===== config.mk =====
export PLATFORM = sky130hd
export DESIGN_NAME = uart_tx_arbiter_flat
export DESIGN_NICKNAME = d
export VERILOG_FILES = /design/src/rtl/uart_tx_arbiter_if.sv /design/src/rtl/uart_tx_arbiter.sv /design/src/flat_wrapper.sv
export SDC_FILE = /design/constraint.sdc
export NUM_CORES = 1
export LEC_CHECK = 0
export CORE_ASPECT_RATIO = 1.5
export CORE_MARGIN = 4
export CORE_UTILIZATION = 35
export CTS_CLUSTER_DIAMETER = 200
export CTS_CLUSTER_SIZE = 12
export DETAILED_ROUTE_END_ITERATION = 16
export HOLD_SLACK_MARGIN = 0.08
export PLACE_DENSITY = 0.75
export SYNTH_ARGS = -nofsm -noshare
export SYNTH_HDL_FRONTEND = slang
export SYNTH_SLANG_ARGS = --single-unit

===== constraint.sdc =====
create_clock -name clk -period 1.85 [get_ports clk]
set_input_delay 0.37 -clock clk [delete_from_list [all_inputs] [get_ports clk]]
set_output_delay 0.37 -clock clk [all_outputs]
set_load 0.02 [all_outputs]

===== src/rtl/uart_tx_arbiter_if.sv =====
`timescale 1ns/1ps
// Byte-request and transmitter handshake bundle for uart_tx_arbiter.
// master = arbiter side, slave = requesters plus transmitter side.
interface uart_tx_arbiter_if #(
  parameter int DATA_WIDTH = 8,
  parameter int N_REQ      = 4,
  parameter int ID_WIDTH   = 2
);
  logic [N_REQ-1:0]                 req;
  logic [N_REQ-1:0][DATA_WIDTH-1:0] req_data;
  logic [N_REQ-1:0]                 ack;
  logic [DATA_WIDTH-1:0]            tx_data;
  logic                             tx_start;
  logic                             tx_end;
  logic                             busy;
  logic [ID_WIDTH-1:0]              cur_id;
  logic                             timeout_err;

  modport master (
    input  req, req_data, tx_end,
    output ack, tx_data, tx_start, busy, cur_id, timeout_err
  );

  modport slave (
    output req, req_data, tx_end,
    input  ack, tx_data, tx_start, busy, cur_id, timeout_err
  );
endinterface


===== src/rtl/uart_tx_arbiter.sv =====
`timescale 1ns/1ps
// Round-robin arbiter sharing one UART transmitter among N_REQ byte producers,
// with a watchdog that aborts any frame whose tx_end never arrives.
module uart_tx_arbiter #(
  parameter int DATA_WIDTH = 8,
  parameter int N_REQ      = 4,
  parameter int ID_WIDTH   = 2,
  parameter int TIMEOUT    = 64,
  parameter int CNT_WIDTH  = 7
) (
  input  logic              clk,
  input  logic              reset,
  uart_tx_arbiter_if.master bus
);
  typedef enum logic [2:0] {IDLE, START, WAIT, DONE, ERR} state_t;

  state_t                state, state_d;
  logic [CNT_WIDTH-1:0]  cnt, cnt_d;
  logic [ID_WIDTH-1:0]   cur_id, cur_id_d;
  logic [ID_WIDTH-1:0]   rr_ptr, rr_ptr_d;
  logic [ID_WIDTH-1:0]   grant_id;
  logic [DATA_WIDTH-1:0] tx_data, tx_data_d;
  logic [N_REQ-1:0]      ahead;
  logic [N_REQ-1:0]      req_ahead;

  function automatic logic [ID_WIDTH-1:0] lowest_set(input logic [N_REQ-1:0] v);
    lowest_set = '0;
    for (int i = N_REQ-1; i >= 0; i--)
      if (v[i]) lowest_set = ID_WIDTH'(i);
  endfunction

  // Requesters above the last winner get first pick; otherwise wrap to the lowest.
  generate
    for (genvar g = 0; g < N_REQ; g++) begin : g_ahead
      assign ahead[g] = (ID_WIDTH'(g) > rr_ptr);
    end
  endgenerate

  assign req_ahead = bus.req & ahead;
  assign grant_id  = (|req_ahead) ? lowest_set(req_ahead) : lowest_set(bus.req);

  always_ff @(posedge clk or posedge reset) begin
    if (reset) begin
      state   <= IDLE;
      cnt     <= '0;
      cur_id  <= '0;
      rr_ptr  <= ID_WIDTH'(N_REQ-1);
      tx_data <= '0;
    end else begin
      state   <= state_d;
      cnt     <= cnt_d;
      cur_id  <= cur_id_d;
      rr_ptr  <= rr_ptr_d;
      tx_data <= tx_data_d;
    end
  end

  always_comb begin
    state_d   = state;
    cnt_d     = cnt;
    cur_id_d  = cur_id;
    rr_ptr_d  = rr_ptr;
    tx_data_d = tx_data;
    case (state)
      IDLE: begin
        if (|bus.req) begin
          cur_id_d  = grant_id;
          tx_data_d = bus.req_data[grant_id];
          state_d   = START;
        end
      end
      START: begin
        cnt_d   = '0;
        state_d = WAIT;
      end
      WAIT: begin
        cnt_d = cnt + 1'b1;
        // Completion beats the watchdog when both land on the same cycle.
        if (bus.tx_end)                              state_d = DONE;
        else if (cnt == CNT_WIDTH'(TIMEOUT-1))       state_d = ERR;
      end
      DONE, ERR: begin
        rr_ptr_d = cur_id;
        state_d  = IDLE;
      end
      default: state_d = IDLE;
    endcase
  end

  // All outputs decode from registered state only.
  assign bus.tx_start    = (state == START);
  assign bus.busy        = (state != IDLE);
  assign bus.timeout_err = (state == ERR);
  assign bus.ack         = (state == DONE) ? (N_REQ'(1) << cur_id) : '0;
  assign bus.tx_data     = tx_data;
  assign bus.cur_id      = cur_id;
endmodule


===== src/flat_wrapper.sv =====
// flat-port wrapper written by rule: the top's interface ports become plain ports
module uart_tx_arbiter_flat 
#(
  parameter int DATA_WIDTH = 8,
  parameter int N_REQ      = 4,
  parameter int ID_WIDTH   = 2,
  parameter int TIMEOUT    = 64,
  parameter int CNT_WIDTH  = 7
)
  (clk, reset, bus_req, bus_req_data, bus_tx_end, bus_ack, bus_tx_data, bus_tx_start, bus_busy, bus_cur_id, bus_timeout_err);
  uart_tx_arbiter_if #(.DATA_WIDTH(DATA_WIDTH), .N_REQ(N_REQ), .ID_WIDTH(ID_WIDTH)) bus_i ();
  input  logic clk;
  input  logic reset;
  input wire logic [$bits(bus_i.req)-1:0] bus_req;
  input wire logic [$bits(bus_i.req_data)-1:0] bus_req_data;
  input wire logic [$bits(bus_i.tx_end)-1:0] bus_tx_end;
  output wire logic [$bits(bus_i.ack)-1:0] bus_ack;
  output wire logic [$bits(bus_i.tx_data)-1:0] bus_tx_data;
  output wire logic [$bits(bus_i.tx_start)-1:0] bus_tx_start;
  output wire logic [$bits(bus_i.busy)-1:0] bus_busy;
  output wire logic [$bits(bus_i.cur_id)-1:0] bus_cur_id;
  output wire logic [$bits(bus_i.timeout_err)-1:0] bus_timeout_err;
  assign bus_i.req = bus_req;
  assign bus_i.req_data = bus_req_data;
  assign bus_i.tx_end = bus_tx_end;
  assign bus_ack = bus_i.ack;
  assign bus_tx_data = bus_i.tx_data;
  assign bus_tx_start = bus_i.tx_start;
  assign bus_busy = bus_i.busy;
  assign bus_cur_id = bus_i.cur_id;
  assign bus_timeout_err = bus_i.timeout_err;
  uart_tx_arbiter #(.DATA_WIDTH(DATA_WIDTH), .N_REQ(N_REQ), .ID_WIDTH(ID_WIDTH), .TIMEOUT(TIMEOUT), .CNT_WIDTH(CNT_WIDTH)) u_core (.clk(clk), .reset(reset), .bus(bus_i));
endmodule

==> results.md, run 1 <==
- No sink is reached through more buffers than the 2 on the longest clock path.
- Setup repair after global routing could not meet its margin everywhere.
- The cell type group with the largest total delay on the critical path is flip-flops.
- The cell-internal power is 1.96 mW.
- After global routing the overflow that remains totals 0.
- The synthesized design spends more area on one cell type than any other, namely sky130_fd_sc_hd__dfrtp_1.
- The number of standard cells in the final layout excluding fillers is between 200 and 300.
- Using the TritonRoute via totals, the vias-per-cell ratio works out to 5.52.
- The die boundary height is 86.3 um.
- The worst IR drop on VDD is 0.767 mV.
- In this run the clock root is driven by a sky130_fd_sc_hd__clkbuf_8.
- The logic gate share of total power is between 50% and 60%.
- The number of different library cells used by synthesis comes to 39.
- By count the netlist is led by sky130_fd_sc_hd__o21ai_0 (24), sky130_fd_sc_hd__dfrtp_1 (20), sky130_fd_sc_hd__a21oi_1 (16), sky130_fd_sc_hd__nand3_1 (11).
- Hold repair after CTS inserted 0 buffers.
- The area of the die is 0.00520 mm^2.
- Along the worst path, the maximum fanout reaches 8.
- Relative to the synthesized area, the layout overhead comes to 61.9%.
- The clock-pin slew on the worst setup and hold paths is 0.08 ns.
- Cells with a size suffix above 1 make up 23.4% of the layout.
- Routability-driven placement finished with a final weighted congestion of 0.824.
- The dominant cell by count in the synthesized netlist is sky130_fd_sc_hd__o21ai_0.
- The normalized max-slew margin is 81.6%.
- The cell area that synthesis handed to floorplanning was 0.00143 mm^2.
- The first TritonRoute pass finished after 4 iterations.
- Wires add up to 4.24 mm.
- The design draws 3.26 mW.
- The final critical-path setup slack is -0.0934 ns.
- In the routed design, unresolved DRC markers number 0.
- The flow ran to the end, but the final reports show violations.
- The timing endpoint of the critical path is u_core.bus.tx_data[4].
- Sequential cells were found to cover between 30 and 40% of the synthesized design area.
- The global-route wire length before repair is 7.16 mm.
- The clock network fraction of design power is 13.7%.
- Net switching is 39.9% of the power.
- The remaining antenna violation count is 0.
- The aggregate global-route resource usage is between 10% and 20%.
- The placeable core area is around 0.0040 mm^2.
- After layout, the minimum clock period comes to 1.94 ns.
- In this run the number of H-tree levels came out at 1.
- Yosys mapped a number of flops with a built-in enable equal to 0.
- The total of buffers placed on input and output ports is 55.
- In this run the static leakage power is roughly 1 nW.
- The post-synthesis sequential element count is 22.
- The number of placement rows is 28.
- The average footprint of a synthesized cell is 8.89 um^2.
- Measured in cells, the most critical reg-to-reg path has a length of 6.
- The wire-length estimate of the detail-placed layout is 3.37 mm.
- The startpoint of the lowest-slack register-to-register path is u_core.rr_ptr[1].
- The final-layout setup total negative slack is -0.592 ns.
- The maximum operating frequency is slightly above 500 MHz.
- The data required time of the worst path is 2.00 ns.
- The delay of the slowest cell on the worst path is approximately 0.60 ns.
- The class of the most critical hold timing path is in2async.
- After detailed routing, the average wire length per cell comes to 15.1 um.
- The arrival time of data at the critical path endpoint is 2.09 ns.
- The initial standard-cell utilization of the core is 36.2%.
- The category of the worst setup path launch point is a register.
- The repair_antennas step left the layout with diodes totalling 0.
- After detailed placement, the design holds a cell count of 274.
- In this run the power density over the cells is between 1000 and 1500 mW/mm^2.
- In the post-synthesis netlist, the biggest area contributors are sky130_fd_sc_hd__dfrtp_1 (35%), sky130_fd_sc_hd__o21ai_0 (8.4%), sky130_fd_sc_hd__a21oi_1 (5.6%).
- The clock latency on the worst-skew pair is 0.26 ns.
- Entering global routing, the biggest net connects 23 pins.
- Sequential cells account for a little over a quarter of the total power.
- The worst register-to-register path ends at u_core.bus.tx_data[4].
- The initial antenna violation count is 0.
- During synthesis, Yosys emitted a total of 0 warnings.
- In this run, the number of DRC markers left after iteration 0 of detailed routing was 38.
- The sum of buffers and inverters on the critical path is 1.
- The number of buffers created by CTS is 3.
- Setup slack on the worst reg-to-reg path comes out at -0.09 ns.
- The actual transition at the worst max-transition pin is 0.273 ns.
- The worst setup path is captured at a register.
- Summing over every cut layer, the via total after detailed routing is 1,545.
- The number of global-route vias before repair was 1,642.
- The origin of the worst setup path is u_core.rr_ptr[1].
- The final count of pins violating max slew is 0.
- The number of nets in the layout is 276.
- The switching component of the power is 1.30 mW.
- Traced cell by cell, the critical path runs through mux2i_4, o21ai_4, nor2_4, buf_12, mux2_4, a221o_1.
- In this run the count of I/O pins placed on the die edge is between 50 and 60.
- The width of the chip is 60.2 um.
- Synthesis produced 161 cells.
- The kind of critical path is reg2reg.
- The clock arrives with between 0.003 and 0.004 ns of skew.
- The count of max-cap constraint violations is 0.
- The critical path depth in cells is 6.
- The slowest stage of the critical path belongs to the cell sky130_fd_sc_hd__dfstp_2.
- The share of async-settable or async-resettable flops after synthesis is 100%.
- The fraction of the cycle the final worst path needs is 105%.
- The final reports fail on negative setup slack.
- The TritonCTS clock tree is built.
- The fraction of post-synthesis cell area in the top cell type by area is 35.0%.
- The most used flip-flop cell after synthesis is sky130_fd_sc_hd__dfrtp_1.
- The number of failing hold endpoints at the final stage is 0.
- The post-synthesis net count is 201.
- The clock drives 22 sinks.
- Setup violations remaining at the end of the flow were counted as 8.
[how the worst min path moves through the flow]
| stage | slack (ns) | endpoint |
|---|---|---|
| final | 0.44 | u_core.bus.tx_data[2] |
| after global routing | 0.46 | u_core.cnt[1] |
| after CTS | 0.44 | u_core.bus.tx_data[2] |
| after detailed placement | 0.50 | u_core.bus.tx_data[2] |
| after global placement | 0.49 | u_core.bus.tx_data[6] |
| after floorplan | 0.36 | u_core.bus.cur_id[0] |
[worst register-to-register path: cells and delay by family, from the launching register on]
family,cells,cell delay [ns]
DFF,1,0.60
muxes,2,0.58
buffers and inverters,1,0.15
and+or+nand+nor,1,0.12
AOI/OAI and AO/OA,2,0.38
[cells by family (layout without fill, tap and decap cells)]
group | Yosys count | in the layout | synth area share (%)
adders and majority gates | 1 | 1 | 0.874
muxes | 11 | 11 | 8.39
buffers and inverters | 15 | 89 | 4.55
AOI/OAI and AO/OA | 65 | 65 | 30.0
DFF | 22 | 22 | 38.6
and+or+nand+nor | 47 | 47 | 17.6
[sequential cells by signal (all words and copies together), names as in the netlist]
name,cells
u_core.bus.cur_id,2
u_core.cnt,7
u_core.rr_ptr,2
u_core.bus.tx_data,8
u_core.state,3
[per-stage QoR]
step                utilization, %  area, um^2  setup WS [ns]  hold WS [ns]
CTS                           58.6        2320         -0.126         0.439
finish                        58.5        2320        -0.0934         0.440
global placement              55.2        2190         -0.466         0.493
detailed placement            55.2        2190         -0.485         0.500
floorplan                        -        1450        -0.0848         0.358
global route                  58.5        2320         -0.135         0.463
[power groups by stage]
stage	Combinational, mW	Clock, mW	Sequential, mW
floorplan	0.991	0	0.930
global placement	1.81	0	0.867
detailed placement	1.84	0	0.868
CTS	1.94	0.458	0.866
global route	2.10	0.474	0.904
finish	1.94	0.448	0.874
[per-layer routing]
metal	GRT usage, %	vias up	wire length, um
li1	-	749	-
met1	19.4	742	1600
met2	33.9	50	2390
met3	2.38	4	215
met4	4.64	0	36
met5	0	-	0
[repair_timing]
action,CTS,global route
setup buffers,2,0
pin swaps,10,2
endpoints found under the setup margin,15,13
gates resized for setup,22,11
[placed cells by master, fill, tap and decap left out, types with 6 or more instances in the layout]
cell type                         instances
sky130_fd_sc_hd__o21ai_0                 24
sky130_fd_sc_hd__nor2_1                   7
sky130_fd_sc_hd__buf_4                   23
sky130_fd_sc_hd__dfrtp_1                 19
sky130_fd_sc_hd__nand3_1                 11
sky130_fd_sc_hd__mux2_4                   8
sky130_fd_sc_hd__a221o_1                  8
sky130_fd_sc_hd__a21oi_1                 16
sky130_fd_sc_hd__nand2_1                  6
sky130_fd_sc_hd__clkdlybuf4s50_1         45
[layout make-up]
| class | count | area, um^2 |
|---|---|---|
| clock buffers | 3 | 41.3 |
| clock inverters | 1 | 30.0 |
| fillers | 336 | 1640 |
| inverters | 5 | 18.8 |
| multi-input cells | 124 | 886 |
| flip-flops and latches | 22 | 554 |
| well taps | 45 | 56.3 |
| repair buffers | 80 | 731 |
No activity file was read; power rests on OpenSTA's default activity.
==> run 2, diff against run 1 <==
--- a/config.mk
+++ b/config.mk
@@ -7,12 +7,12 @@
 export LEC_CHECK = 0
 export CORE_ASPECT_RATIO = 1.5
 export CORE_MARGIN = 4
-export CORE_UTILIZATION = 35
+export CORE_UTILIZATION = 39
 export CTS_CLUSTER_DIAMETER = 200
 export CTS_CLUSTER_SIZE = 12
 export DETAILED_ROUTE_END_ITERATION = 16
 export HOLD_SLACK_MARGIN = 0.08
-export PLACE_DENSITY = 0.75
+export PLACE_DENSITY = 0.82
 export SYNTH_ARGS = -nofsm -noshare
 export SYNTH_HDL_FRONTEND = slang
 export SYNTH_SLANG_ARGS = --single-unit
==> run 2 against run 1 <==
The flow still finishes with violations (negative setup slack). Non-clock buffer count rose by 4. Clock power fell by 35%. Fmax fell by 0.78%. Wire length rose by 4.7%. Via count rose by 3.5%. First-iteration DRC count fell by 7.9%. Worst hold slack got worse by 0.0032 ns. Utilization rose by 8.8 points.
==> results.md, run 2 (synthesized netlist as in run 1, its figures left out) <==
- The register share of total power is 26.3%.
- The TritonCTS clock tree is built.
- Once the floorplan was initialized, standard cells occupied 41.1% of the core.
- The count of buffers added on input and output ports is 55.
- The depth of the CTS H-tree is 1.
- The total grt overflow is 0.
- The final reports fail on negative setup slack.
- The tightest hold path in the finished design has a slack of 0.437 ns.
- The number of DRC violations after detailed routing is 0.
- In this run the clock root is driven by a sky130_fd_sc_hd__clkbuf_8.
- Detailed placement finished with a half-perimeter wire length of 3.25 mm.
- The detailed router finished its first iteration with 35 violations.
- The die covers roughly 0.0047 mm^2.
- Setup total negative slack on the finished layout was measured at -0.641 ns.
- The kind of critical path is reg2reg.
- The arrival time of data at the critical path endpoint is 2.10 ns.
- The area overhead of the layout relative to synthesis is 63.8%.
- The number of failing hold endpoints at the final stage was 0.
- For this design the ratio of total power to cell area is 1390 mW/mm^2.
- For the pin with the worst max-slew slack, the measured transition is 0.280 ns.
- Dividing the detail-routed wire length by the instance count gives 15.8 um.
- The post-route netlist has 27.2% of its cells at a drive strength greater than 1.
- The final count of pins violating max slew came to 0.
- The flow ran to the end, but the final reports show violations.
- The fraction of the cycle the final worst path needs is 106%.
- The clock passes through at most 2 buffers.
- The global-route wire length before repair is between 7 and 8 mm.
- The initialized floorplan defines 26 standard-cell rows.
- The tool flagged a number of max-cap violations equal to 0.
- For this run, the post-layout net count is 281.
- Setup repair after global routing could not meet its margin everywhere.
- The via count of the routed design is 1,599.
- The placer's final routability congestion estimate is approximately 0.83.
- The maximum operating frequency is 511 MHz.
- The detail-routed via count per cell is ~5.7.
- The final critical-path setup slack is -0.109 ns.
- The shortest period the worst path allows is 1.96 ns.
- The clock network fraction of design power is under 10%.
- The number of global-route vias before repair was 1,631.
- The finished cells cover 0.00234 mm^2.
- The clock-pin slew on the worst setup and hold paths is 0.07 ns.
- The remaining antenna violation count is 0.
- After detailed placement, the total cell area comes to 0.00218 mm^2.
- The leading cell type in the layout, fill and taps excluded is sky130_fd_sc_hd__clkdlybuf4s50_1.
- The proportion of total power due to net switching is roughly 42%.
- The largest registers in the layout are u_core.bus.tx_data: 8 flops, u_core.cnt: 7 flops, u_core.state: 3 flops.
- Entering global routing, the biggest net connects 23 pins.
- The logic gate share of total power is 64.8%.
- The register with the most flip-flops is u_core.bus.tx_data.
- The floorplan step set the die height to roughly 80 um.
- Before antenna repair, the detailed router went through 4 iterations.
- The largest fanout on the critical path is 5.
- The width of the chip is 57.5 um.
- The internal portion of the total power is 1.91 mW.
- Leaving out fill and tap cells, the most frequent cells in the layout are sky130_fd_sc_hd__clkdlybuf4s50_1 (46), sky130_fd_sc_hd__buf_4 (26), sky130_fd_sc_hd__o21ai_0 (18), sky130_fd_sc_hd__dfrtp_1 (18), sky130_fd_sc_hd__a21oi_1 (16).
- In this run the standard cell core region covers 0.00348 mm^2.
- The clock sink count is 22.
- The setup violation total in the final timing report is 8.
- The initial antenna violation count was 0.
- The repair_antennas step left the layout with diodes totalling 0.
- The class of the most critical hold timing path is in2async.
- The worst-case clock skew is 0.000769 ns.
- The register with the most flip-flops in the layout has 8 of them.
- STA classifies the critical path endpoint as a register.
- IR analysis of the VDD net gives a maximum drop of 0.817 mV.
- The final wirelength is 4.44 mm.
- The worst setup path is launched from a register.
- Clock latency on the worst-skew pair, taken at its later pin, is 0.26 ns.
- In this run the tightest slew margin relative to its limit is 81.3%.
- In this run the power spent charging and discharging nets is ~1.4 mW.
- The data required time of the worst path is 1.99 ns.
- 56 I/O pins were placed.
- Counting the buffers created by CTS gives 3.
- For this design the static power due to leakage is between 1 and 1.5 nW.
- In the global route stage, overall resource usage came out at 19.6%.
- The number of cells on the worst reg-to-reg path is 5.
-- run 2: cell types whose count changed in the layout (fill, tap and decap cells not counted), sizes merged --
cell and change:
buf +4, bufinv -1, clkdlybuf4s15 +2, clkdlybuf4s50 +1
dlygate4sd2 -2, dlymetal6s2s -1, nor2 +1
-- run 2: final timing paths --
kind	endpoint	slack (ns)	startpoint
worst max-delay path	u_core.bus.tx_data[2]	-0.11	u_core.rr_ptr[1]
worst min register to register	u_core.bus.tx_data[5]	0.52	u_core.bus.tx_data[5]
worst min-delay path	u_core.cnt[1]	0.44	reset
max in group asynchronous	u_core.rr_ptr[1]	1.13	reset
min in group clk	u_core.bus.tx_data[5]	0.52	u_core.bus.tx_data[5]
worst max register to register	u_core.bus.tx_data[2]	-0.11	u_core.rr_ptr[1]
-- run 2: what timing repair did --
action / 4_1_cts / 5_1_grt
pin swaps: 9 / 9
cloned: 1 / 0
endpoints found under the setup margin: 16 / 14
resized for setup: 26 / 25
buffers inserted: 4 / 3
hold buffers: 0 / 0
-- run 2: layout make-up --
cell class	count	area, um^2
multi-input cells	125	921
flip-flops and latches	22	556
repair buffers	84	756
clock buffers	3	41.3
inverters	5	18.8
fillers	273	1140
well taps	42	52.6
-- run 2: per-stage QoR --
step                instances  worst slack [ns]  power (mW)  utilization [%]
floorplan                 161           -0.0848        1.92                -
global placement          270            -0.449        2.66             62.5
detailed placement        270            -0.480        2.70             62.5
CTS                       278            -0.132        3.13             65.9
global route              281            -0.144        3.50             67.4
finish                    281            -0.109        3.26             67.4
-- run 2: critical path, cell delays in order (launching register included) --
cell,delay (ns)
sky130_fd_sc_hd__dfstp_2,0.59
sky130_fd_sc_hd__mux2i_4,0.28
sky130_fd_sc_hd__o21ai_4,0.11
sky130_fd_sc_hd__nor2_4,0.23
sky130_fd_sc_hd__mux2_4,0.33
sky130_fd_sc_hd__a221o_1,0.31
-- run 2: routing by layer --
layer	vias up	GRT usage (%)	wire length (um)
met3	16	3.89	285
met1	745	18.7	1550
met2	71	38.1	2420
met5	-	0	0
li1	767	-	-
met4	0	10.9	180
-- run 2: power groups by stage --
stage	logic [mW]	clock network [mW]	registers (mW)
5_1_grt	2.29	0.317	0.891
3_3_place_gp	1.79	0	0.862
6_report	2.11	0.289	0.859
4_1_cts	1.98	0.299	0.854
2_1_floorplan	0.991	0	0.930
3_5_place_dp	1.84	0	0.867
==> run 3, diff against run 2 <==
--- a/config.mk
+++ b/config.mk
@@ -13,6 +13,7 @@
 export DETAILED_ROUTE_END_ITERATION = 16
 export HOLD_SLACK_MARGIN = 0.08
 export PLACE_DENSITY = 0.82
+export RECOVER_POWER = 100
 export SYNTH_ARGS = -nofsm -noshare
 export SYNTH_HDL_FRONTEND = slang
 export SYNTH_SLANG_ARGS = --single-unit
==> run 3 against run 2 <==
The run still ends with negative setup slack left. Cell count unchanged. Sequential cell count is the same. Worst hold slack better by 0.083 ns. Non-clock buffer count stayed put. Critical endpoint unchanged. Utilization decreased by 0.11 points. Clock power hardly changed. Global-route usage unchanged. Die area unchanged. Register-to-register slack is essentially flat. Largest cell class unchanged.
==> results.md, run 3 (synthesized netlist as in run 1, its figures left out) <==
- Setup repair after global routing could not meet its margin everywhere.
- Dividing the final minimum period by the clock period gives 106%.
- The register with the most flip-flops is u_core.bus.tx_data.
- The clock sink count is 22.
- The global-route wire length before repair is 7.21 mm.
- Leaving out filler cells and counting taps, the final layout contains 281.
- The initial antenna violation count is 0.
- The run finished, with violations left.
- The total of buffers placed on input and output ports is 55.
- The final route contains approximately 1,600 vias.
- The first detailed-routing pass ran for 4 iterations.
- The switching component of the power is 1.36 mW.
- The design area is 0.00234 mm^2.
- Net switching is 41.6% of the power.
- The final wirelength is 4.44 mm.
- The kind of critical path is reg2reg.
- The final critical-path setup slack is -0.109 ns.
- The maximum operating frequency is around 510 MHz.
- The largest registers in the layout are u_core.bus.tx_data: 8 flops, u_core.cnt: 7 flops, u_core.state: 3 flops.
- In the layout the commonest cells are sky130_fd_sc_hd__clkdlybuf4s50_1 (45), sky130_fd_sc_hd__buf_4 (25), sky130_fd_sc_hd__o21ai_0 (18), sky130_fd_sc_hd__dfrtp_1 (18), sky130_fd_sc_hd__a21oi_1 (16).
- The register share of total power is 26.3%.
- For this configuration, the core starts out at a cell density of 41.1%.
- The placeable core area is 0.00348 mm^2.
- The signal on the critical path passes through mux2i_4, o21ai_4, nor2_4, mux2_4, a221o_1.
- Summed over all cells, the static leakage comes to 1.02 nW.
- The flip-flop count of the largest register after layout is 8.
- The worst setup path is launched from a register.
- The ratio of total power to cell area is 1390 mW/mm^2.
- The setup violation total in the final timing report is 8.
- The power after layout is 3.26 mW.
- The half-perimeter wire length after detailed placement is 3.25 mm.
- The TritonCTS clock tree is built.
- The final-layout setup total negative slack is -0.641 ns.
- For this run, design rule violations remaining after detail routing come to 0.
- After detailed routing, the average wire length per cell comes to about 16 um.
- The clock-pin slew on the worst setup and hold paths is ~0.070 ns.
- The clock arrives with 0.000769 ns of skew.
- The shortest period the worst path allows is 1.96 ns.
- The number of failing hold endpoints at the final stage is 0.
- The largest net degree at the start of global routing is 23.
- In this design, the largest share of critical-path delay is due to multiplexers.
- The cell-internal power is 1.91 mW.
- The width of the chip is 57.5 um.
- The actual transition at the worst max-transition pin is 1.16 ns.
- The placer's final routability congestion estimate is 0.831.
- The delay of the slowest cell on the worst path is 0.59 ns.
- The largest individual stage delay along the critical path comes from the cell sky130_fd_sc_hd__dfstp_2.
- Of the total power, combinational logic draws approximately two thirds.
- The number of global-route vias before repair was about 1,600.
- The repair_antennas step left the layout with diodes totalling 0.
- The aggregate global-route resource usage is about a fifth.
- The number of top-level design ports is 56.
- The area of the die is between 0.004 and 0.005 mm^2.
- The clock network fraction of design power is just under 9%.
- CTS built an H-tree with a depth of 1.
- Measured against its own limit, the worst slew margin works out to around 22%.
- The later pin in the worst-skew pair is clocked with a latency of between 0.2 and 0.3 ns.
- The arrival time of data at the critical path endpoint is about 2.1 ns.
- The detail-routed via count per cell is 5.69.
- The die is 82.2 um tall.
- The leading cell type in the layout, fill and taps excluded is sky130_fd_sc_hd__clkdlybuf4s50_1.
- Final hold analysis gives a worst-case slack of 0.520 ns.
- The number of DRC markers after the initial detailed-route iteration is 35.
- The area growth from synthesis to layout is 63.5%.
- The number of buffers created by CTS is 3.
- The worst-case clock buffer depth is 2.
- Across the run, the number of max-cap violations was 0.
- Counting both buffers and inverters, the worst setup path holds a total of 0.
- The checks that failed: negative setup slack.
- The worst IR drop on VDD is ~0.8 mV.
- STA classifies the critical path endpoint as a register.
- The data required time of the worst path is 1.99 ns.
- The class of the most critical hold timing path is reg2reg.
- The buffer cell driving the clock tree root is sky130_fd_sc_hd__clkbuf_8.
- The total grt overflow is 0.
- After detailed placement, the total cell area comes to around 0.0022 mm^2.
- The largest fanout on the critical path is 5.
- The remaining antenna violation count is 0.
- The final count of pins violating max slew is 0.
- The share of final-layout standard cells stronger than drive strength 1 is 26.8%.
- The number of cells in the design after placement is 270.
- In the final design database the tool counted approximately 280 nets.
- The number of placement rows is 26.
run 3: cell count changes in the layout (fill, tap and decap cells not counted):
cell / previous run / this run
sky130_fd_sc_hd__clkdlybuf4s50_1: 46 / 45
sky130_fd_sc_hd__buf_4: 26 / 25
sky130_fd_sc_hd__dlygate4sd3_1: 0 / 1
sky130_fd_sc_hd__clkbuf_1: 0 / 1
run 3: metrics by stage:
| stage | util (%) | worst slack (ns) |
|---|---|---|
| 2_1_floorplan | - | -0.0848 |
| 6_report | 67.3 | -0.109 |
| 5_1_grt | 67.3 | -0.144 |
| 3_3_place_gp | 62.5 | -0.449 |
| 4_1_cts | 65.9 | -0.132 |
| 3_5_place_dp | 62.5 | -0.480 |
run 3: worst reg2reg max path, cell delays in order, from the launching register on:
cell and delay (ns):
sky130_fd_sc_hd__dfstp_2 0.59, sky130_fd_sc_hd__mux2i_4 0.28, sky130_fd_sc_hd__o21ai_4 0.11, sky130_fd_sc_hd__nor2_4 0.23, sky130_fd_sc_hd__mux2_4 0.33, sky130_fd_sc_hd__a221o_1 0.31
run 3: power groups by stage:
stage / combinational, mW / sequential, mW / clock (mW)
floorplan: 0.991 / 0.930 / 0
global placement: 1.79 / 0.862 / 0
detailed placement: 1.84 / 0.867 / 0
CTS: 1.98 / 0.854 / 0.299
global route: 2.29 / 0.891 / 0.317
finish: 2.11 / 0.859 / 0.289
run 3: area by class of cell:
class	instances	area (um^2)
clock buffers	3	41.3
fillers	275	1140
inverters	5	18.8
multi-input cells	125	921
well taps	42	52.6
flip-flops and latches	22	556
repair buffers	84	752
run 3: repair_timing:
item | 4_1_cts | 5_1_grt
pin swaps | 9 | 9
resized for setup | 26 | 25
cloned | 1 | 0
endpoints found under the setup margin | 16 | 14
setup buffers | 4 | 3
hold buffers | 0 | 0
run 3: per-layer routing:
metal | vias up | wire length [um] | GRT usage, %
li1 | 766 | - | -
met1 | 745 | 1550 | 18.7
met2 | 71 | 2420 | 38.1
met3 | 16 | 285 | 3.89
met4 | 0 | 180 | 10.9
met5 | - | 0 | 0
run 3: worst paths after layout:
kind / startpoint / end / slack (ns) / cells past startpoint
min in group asynchronous: reset / u_core.cnt[1] / 0.91 / 3
max in group asynchronous: reset / u_core.state[0] / 0.16 / 3
setup reg to reg: u_core.rr_ptr[1] / u_core.bus.tx_data[2] / -0.11 / 5
setup / recovery: u_core.rr_ptr[1] / u_core.bus.tx_data[2] / -0.11 / 5
hold reg to reg: u_core.bus.tx_data[5] / u_core.bus.tx_data[5] / 0.52 / 1
hold / removal: u_core.bus.tx_data[5] / u_core.bus.tx_data[5] / 0.52 / 1
